[src/rtl/conv_pkg.sv]
// Shared types, constants and the result-to-pixel saturation
// used by the convolution output streamer.
package conv_pkg;

    localparam int CONV_IMG_W = 128;
    localparam int CONV_IMG_H = 128;
    localparam int CONV_RES_W = 16;
    localparam int PIX_W      = 8;

    localparam logic SAT_CLAMP = 1'b0;
    localparam logic SAT_ABS   = 1'b1;

    typedef enum logic [1:0] {
        IDLE,
        RUN,
        DRAIN
    } state_t;

    // One extra bit keeps |most-negative| representable before clamping.
    function automatic logic [PIX_W-1:0] sat8(
        input logic signed [31:0] v,
        input logic                mode
    );
        logic signed [32:0] a;
        a = {v[31], v};
        if (mode == SAT_ABS && v[31]) begin
            a = -a;
        end
        if (a[32]) begin
            sat8 = '0;
        end else if (a > 33'sd255) begin
            sat8 = '1;
        end else begin
            sat8 = a[PIX_W-1:0];
        end
    endfunction

endpackage

[src/rtl/conv_skid_fifo.sv]
// Two-entry FIFO whose head is presented combinationally;
// simultaneous push and pop are accepted even when full.
module conv_skid_fifo
    import conv_pkg::*;
#(
    parameter int W = 8
) (
    input  logic         clk,
    input  logic         rst,
    input  logic         push,
    input  logic [W-1:0] din,
    input  logic         pop,
    output logic [W-1:0] dout,
    output logic         full,
    output logic         empty,
    output logic [1:0]   count
);

    logic [W-1:0] mem_q [2];
    logic         wp_q;
    logic         rp_q;
    logic [1:0]   cnt_q;
    logic         do_push;
    logic         do_pop;

    assign full    = (cnt_q == 2'd2);
    assign empty   = (cnt_q == 2'd0);
    assign count   = cnt_q;
    assign dout    = mem_q[rp_q];
    assign do_pop  = pop && !empty;
    assign do_push = push && (!full || do_pop);

    always_ff @(posedge clk) begin
        if (rst) begin
            mem_q[0] <= '0;
            mem_q[1] <= '0;
            wp_q     <= 1'b0;
            rp_q     <= 1'b0;
            cnt_q    <= 2'd0;
        end else begin
            if (do_push) begin
                mem_q[wp_q] <= din;
                wp_q        <= ~wp_q;
            end
            if (do_pop) begin
                rp_q <= ~rp_q;
            end
            cnt_q <= cnt_q + {1'b0, do_push} - {1'b0, do_pop};
        end
    end

endmodule

[src/rtl/conv_out_streamer.sv]
// Reads convolution results after done, saturates them to pixels
// and streams the frame in raster order with sof/eol/eof tags.
module conv_out_streamer
    import conv_pkg::*;
#(
    parameter int IMG_W = CONV_IMG_W,
    parameter int IMG_H = CONV_IMG_H,
    parameter int RES_W = CONV_RES_W,
    parameter int AW    = $clog2(IMG_W * IMG_H)
) (
    input  logic             clk,
    input  logic             rst,
    input  logic             start,
    input  logic             sat_mode,
    output logic             rd_en,
    output logic [AW-1:0]    rd_addr,
    input  logic [RES_W-1:0] rd_data,
    output logic             m_valid,
    input  logic             m_ready,
    output logic [PIX_W-1:0] m_data,
    output logic             m_sof,
    output logic             m_eol,
    output logic             m_eof,
    output logic             busy,
    output logic             done
);

    localparam int XW = $clog2(IMG_W);
    localparam int YW = (IMG_H > 1) ? $clog2(IMG_H) : 1;
    localparam int FW = PIX_W + 3;

    state_t        state_q;
    state_t        state_d;
    logic [AW-1:0] addr_q;
    logic [XW-1:0] x_q;
    logic [YW-1:0] y_q;
    logic          mode_q;
    logic          inflight_q;
    logic [2:0]    tag_q;
    logic          done_q;

    logic          start_acc;
    logic          frame_end;
    logic          x_last;
    logic          y_last;
    logic          can_issue;
    logic [2:0]    pend;
    logic          pop;
    logic [FW-1:0] push_word;
    logic [FW-1:0] head;
    logic          f_full;
    logic          f_empty;
    logic [1:0]    f_count;

    assign x_last = (x_q == XW'(IMG_W - 1));
    assign y_last = (y_q == YW'(IMG_H - 1));
    assign pop    = m_valid && m_ready;

    // Occupancy after this cycle's pop, plus the read still in flight.
    assign pend      = {1'b0, f_count} + {2'b0, inflight_q} - {2'b0, pop};
    assign can_issue = !f_full && (pend < 3'd2);

    always_comb begin
        state_d   = state_q;
        rd_en     = 1'b0;
        start_acc = 1'b0;
        frame_end = 1'b0;
        unique case (state_q)
            IDLE: begin
                if (start && !done_q) begin
                    state_d   = RUN;
                    start_acc = 1'b1;
                end
            end
            RUN: begin
                rd_en = can_issue;
                if (can_issue && x_last && y_last) begin
                    state_d = DRAIN;
                end
            end
            DRAIN: begin
                if (pop && m_eof) begin
                    state_d   = IDLE;
                    frame_end = 1'b1;
                end
            end
            default: state_d = IDLE;
        endcase
    end

    always_ff @(posedge clk) begin
        if (rst) begin
            state_q    <= IDLE;
            addr_q     <= '0;
            x_q        <= '0;
            y_q        <= '0;
            mode_q     <= 1'b0;
            inflight_q <= 1'b0;
            tag_q      <= '0;
            done_q     <= 1'b0;
        end else begin
            state_q    <= state_d;
            done_q     <= frame_end;
            inflight_q <= rd_en;
            tag_q      <= {x_last && y_last && (x_q == '0) ? 1'b0 : (x_q == '0 && y_q == '0),
                           x_last,
                           x_last && y_last};
            if (start_acc) begin
                addr_q <= '0;
                x_q    <= '0;
                y_q    <= '0;
                mode_q <= sat_mode;
            end else if (rd_en) begin
                addr_q <= addr_q + 1'b1;
                if (x_last) begin
                    x_q <= '0;
                    y_q <= y_q + 1'b1;
                end else begin
                    x_q <= x_q + 1'b1;
                end
            end
        end
    end

    assign push_word = {tag_q, sat8(32'(signed'(rd_data)), mode_q)};

    conv_skid_fifo #(
        .W(FW)
    ) u_fifo (
        .clk  (clk),
        .rst  (rst),
        .push (inflight_q),
        .din  (push_word),
        .pop  (pop),
        .dout (head),
        .full (f_full),
        .empty(f_empty),
        .count(f_count)
    );

    assign rd_addr = addr_q;
    assign m_valid = !f_empty;
    assign m_data  = m_valid ? head[PIX_W-1:0] : '0;
    assign m_sof   = m_valid && head[PIX_W+2];
    assign m_eol   = m_valid && head[PIX_W+1];
    assign m_eof   = m_valid && head[PIX_W];
    assign busy    = (state_q != IDLE);
    assign done    = done_q;

endmodule

[config.mk]
export PLATFORM = sky130hd
export DESIGN_NAME = conv_out_streamer
export DESIGN_NICKNAME = d
export VERILOG_FILES = /design/src/rtl/conv_pkg.sv /design/src/rtl/conv_skid_fifo.sv /design/src/rtl/conv_out_streamer.sv
export SDC_FILE = /design/constraint.sdc
export NUM_CORES = 1
export LEC_CHECK = 0
export CAP_MARGIN = 20
export CORE_UTILIZATION = 45
export CTS_CLUSTER_DIAMETER = 120
export DETAILED_ROUTE_END_ITERATION = 8
export GPL_TIMING_DRIVEN = 0
export HOLD_SLACK_MARGIN = 0.02
export PLACE_DENSITY = 0.76
export REMOVE_ABC_BUFFERS = 1
export SLEW_MARGIN = 20
export SYNTH_ARGS = -nofsm -noshare
export SYNTH_HDL_FRONTEND = slang
export SYNTH_SLANG_ARGS = --single-unit
[constraint.sdc]
create_clock -name clk -period 6.5 [get_ports clk]
set_input_delay 0.65 -clock clk [delete_from_list [all_inputs] [get_ports clk]]
set_output_delay 0.65 -clock clk [all_outputs]
set_load 0.02 [all_outputs]
==> results.toml <==
[status]
status = "complete, no violations"

[cells_and_area]
multi_input_area_sq_um = 1680
final_common_cell = "nor2_1"
mostFrequentLayoutCells = "54 x nor2_1, 49 x clkdlybuf4s50_1, 41 x dfxtp_1"
layout-drive-gt1-share_pct = 6.02
layout.nets = 425
fillers = 582
num_antenna_cells = 0
seq_area_sq_um = 1480
area.growth.synth_to_final_pct = 22.1

[yosys]
ys.warnings.count = 0
synth_edf_count = 22
synth_top_area_share_pct = 24.7
synth_area_sq_um = 3320
avgSynthCellArea_sq_um = 9.48
ys_async_sr_fraction_pct = 0
synthDistinctLibCells = 47
syn-instance-count = 350
synth_area_leaders = "dfxtp_1 25%, edfxtp_1 20%, nor2_1 6.1%"
synth.ff_latch_count = 63
seq_area_frac_synth_pct = 44.6
ys.flop_type = "dfxtp_1"
synth_top_area_cell = "dfxtp_1"

[sta]
post-route-period-util_pct = 67.9
rsz0062_at_grt = "no"
tightest_slew_ns = 1.04
slew_headroom_pct = 30.7
fmax_mhz = 226
fin_crit_ns = 4.42
setup_ws_ns = 2.08
hold_violations = 0
tns_ns = 0
setup_viol = 0
clock_skew_ns = 0.00617
timing.hold.ws_ns = 0.512
slew_viol_final = 0

[run]
max-cap-violations = 0

[global_routing]
grt_usage_pct = 18.6
grt_remaining_overflow = 0
antenna_found_initial = 0
grt_pass1_vias = 2360
grt_max_degree = 25
grt_pass1_wl_microns = 11000

[detailed_routing]
drc = 0
vias = 2614
routed_wl_microns = 6690
antenna_left = 0
vias_per_cell = 5.28
wl_per_cell_microns = 13.5
dr.first_iter.drc_count = 141
firstDrtPassIters = 4

[min_path]
worst_hold_path_type = "register to register"
min_from = "u_fifo.rp_q"
min_path_cells = 2

[clock_network]
cts_setup_buffers = 0
cts_max_level = 3
path_clk_slew_ns = 0.07
cts_hold_buf = 0
clock-sinks = 63
insertion_delay_ns = 0.32
cts_resized = 0
cts_buffer_depth = 2
cts_buffers = 9
cts_tree = "built"
cts-root-buf = "clkbuf_8"

[worst_setup_path]
arrival_ns = 3.77
path_delay_family = "buffers and inverters"
required_ns = 5.85
critical_path_class = "primary input to output pin"
ff2ff_path_depth = 11
cp-end-kind = "output pin"
critical_path.startpoint = "m_ready"
critPathMaxStageDelay_ns = 0.72
rrSetupSlack_ns = 3.41
path_buf_inv = 4
cp_max_fo = 15
path_cells = "clkdlybuf4s50_1 -> o21ai_0 -> inv_1 -> ha_1 -> inv_1 -> nand2_1 -> fa_1 -> and3b_1 -> o21a_1 -> clkdlybuf4s50_1"
rr_startpoint = "u_fifo.count[1]"
setup.worst_path.start_class = "primary input"
r2r-end = "x_q[4]"
cp_slowest_cell = "clkdlybuf4s50_1"

[placed_design]
post-place-ws_ns = 2.11
port_buffers = 49
globalplace.congestion = 0.873
hpwl_microns = 4910

[power]
leakage_uw = 0.00143
pwr_density_cell_nw_per_um2 = 292
finalPower_uw = 1190
ir_drop_uv = 157

[floorplanning]
die_w_microns = 87.9
die_y_microns = 87.9
start_util_pct = 47.8
rows = 30
die_area_sq_um = 7720
fp.coreArea_sq_um = 6940
pin_count = 50
-- registers in the layout (all words and copies together) (netlist names), named ones only --
signal / flops
done: 1
inflight_q: 1
mode_q: 1
rd_addr: 14
state_q: 2
tag_q: 3
u_fifo.count: 2
u_fifo.mem_q: 22
u_fifo.rp_q: 1
u_fifo.wp_q: 1
x_q: 7
y_q: 7
-- per-stage QoR --
stage / instance area (sq um) / cells / util [%]
finish: 4050 / 495 / 58.4
detailed placement: 3840 / 479 / 55.3
CTS: 4050 / 495 / 58.4
floorplan: 3230 / 334 / -
global route: 4050 / 495 / 58.4
global placement: 3840 / 479 / 55.3
-- tightest hold or removal path, delay by kind of cell (launching register included) --
family | cells | cell delay [ns]
xor gates and xnor gates | 1 | 0.08
and+or+nand+nor | 1 | 0.07
DFF | 1 | 0.33
-- power by group --
part / switching [uW] / internal, uW
combinational: 193 / 151
clock: 146 / 212
sequential: 36.3 / 446
total: 376 / 809
-- worst max-delay path by stage --
| stage | to | slack (ns) | depth (start not counted) |
|---|---|---|---|
| 5_1_grt | rd_en | 1.96 | 10 |
| 6_report | rd_en | 2.08 | 10 |
| 3_5_place_dp | rd_en | 2.11 | 10 |
| 2_1_floorplan | rd_en | 3.45 | 8 |
| 3_3_place_gp | rd_en | 2.14 | 10 |
| 4_1_cts | rd_en | 2.12 | 10 |
-- area by class of cell --
type,instances,area share (%)
sequential,63,36.5
clock buffer,9,3.06
clock inverter,7,2.16
timing repair buffer,49,12.1
inverter,20,1.85
multi-input combinational,251,41.3
tap,96,2.96
-- cells in the mapped netlist (2+ instances only) --
| cell type | number |
|---|---|
| o21a_1 | 2 |
| xor2_1 | 17 |
| and2_1 | 9 |
| dfxtp_1 | 41 |
| ha_1 | 9 |
| a31oi_1 | 8 |
| nor2b_1 | 4 |
| buf_6 | 3 |
| or3_1 | 4 |
| buf_1 | 2 |
| or2_2 | 4 |
| nand3_1 | 7 |
| mux2i_1 | 15 |
| a41oi_1 | 12 |
| buf_2 | 4 |
| edfxtp_1 | 22 |
| a21oi_1 | 9 |
| nor2_1 | 54 |
| a221oi_1 | 2 |
| nor3_1 | 11 |
| nor4_1 | 5 |
| nor3b_1 | 4 |
| inv_1 | 20 |
| o21ai_0 | 4 |
| xnor2_1 | 16 |
| clkbuf_1 | 7 |
| o31ai_1 | 4 |
| nand2b_1 | 2 |
| nand2_1 | 18 |
| nand4_1 | 10 |
| and3_1 | 5 |
-- routing by layer --
layer | vias up | share of wire (%) | GRT usage, %
li1 | 1327 | - | -
met1 | 1221 | 47 | 23.6
met2 | 58 | 48 | 30.9
met3 | 8 | 3.6 | 4.05
met4 | 0 | 1.3 | 6.71
met5 | - | 0 | 0
-- cell families (layout without fill, tap and decap cells) --
kind of cell | count (synthesis) | after routing | synth area share, %
AO/OA/AOI/OAI | 47 | 47 | 10.4
flip-flops | 63 | 63 | 44.6
adder cells (fa/ha/maj) | 10 | 10 | 4.00
AND/OR/NAND/NOR | 145 | 145 | 22.5
multiplexers | 16 | 16 | 4.86
buffers and inverters | 36 | 85 | 4.90
XOR/XNOR | 33 | 33 | 8.71
No activity file was read; power rests on OpenSTA's default activity.
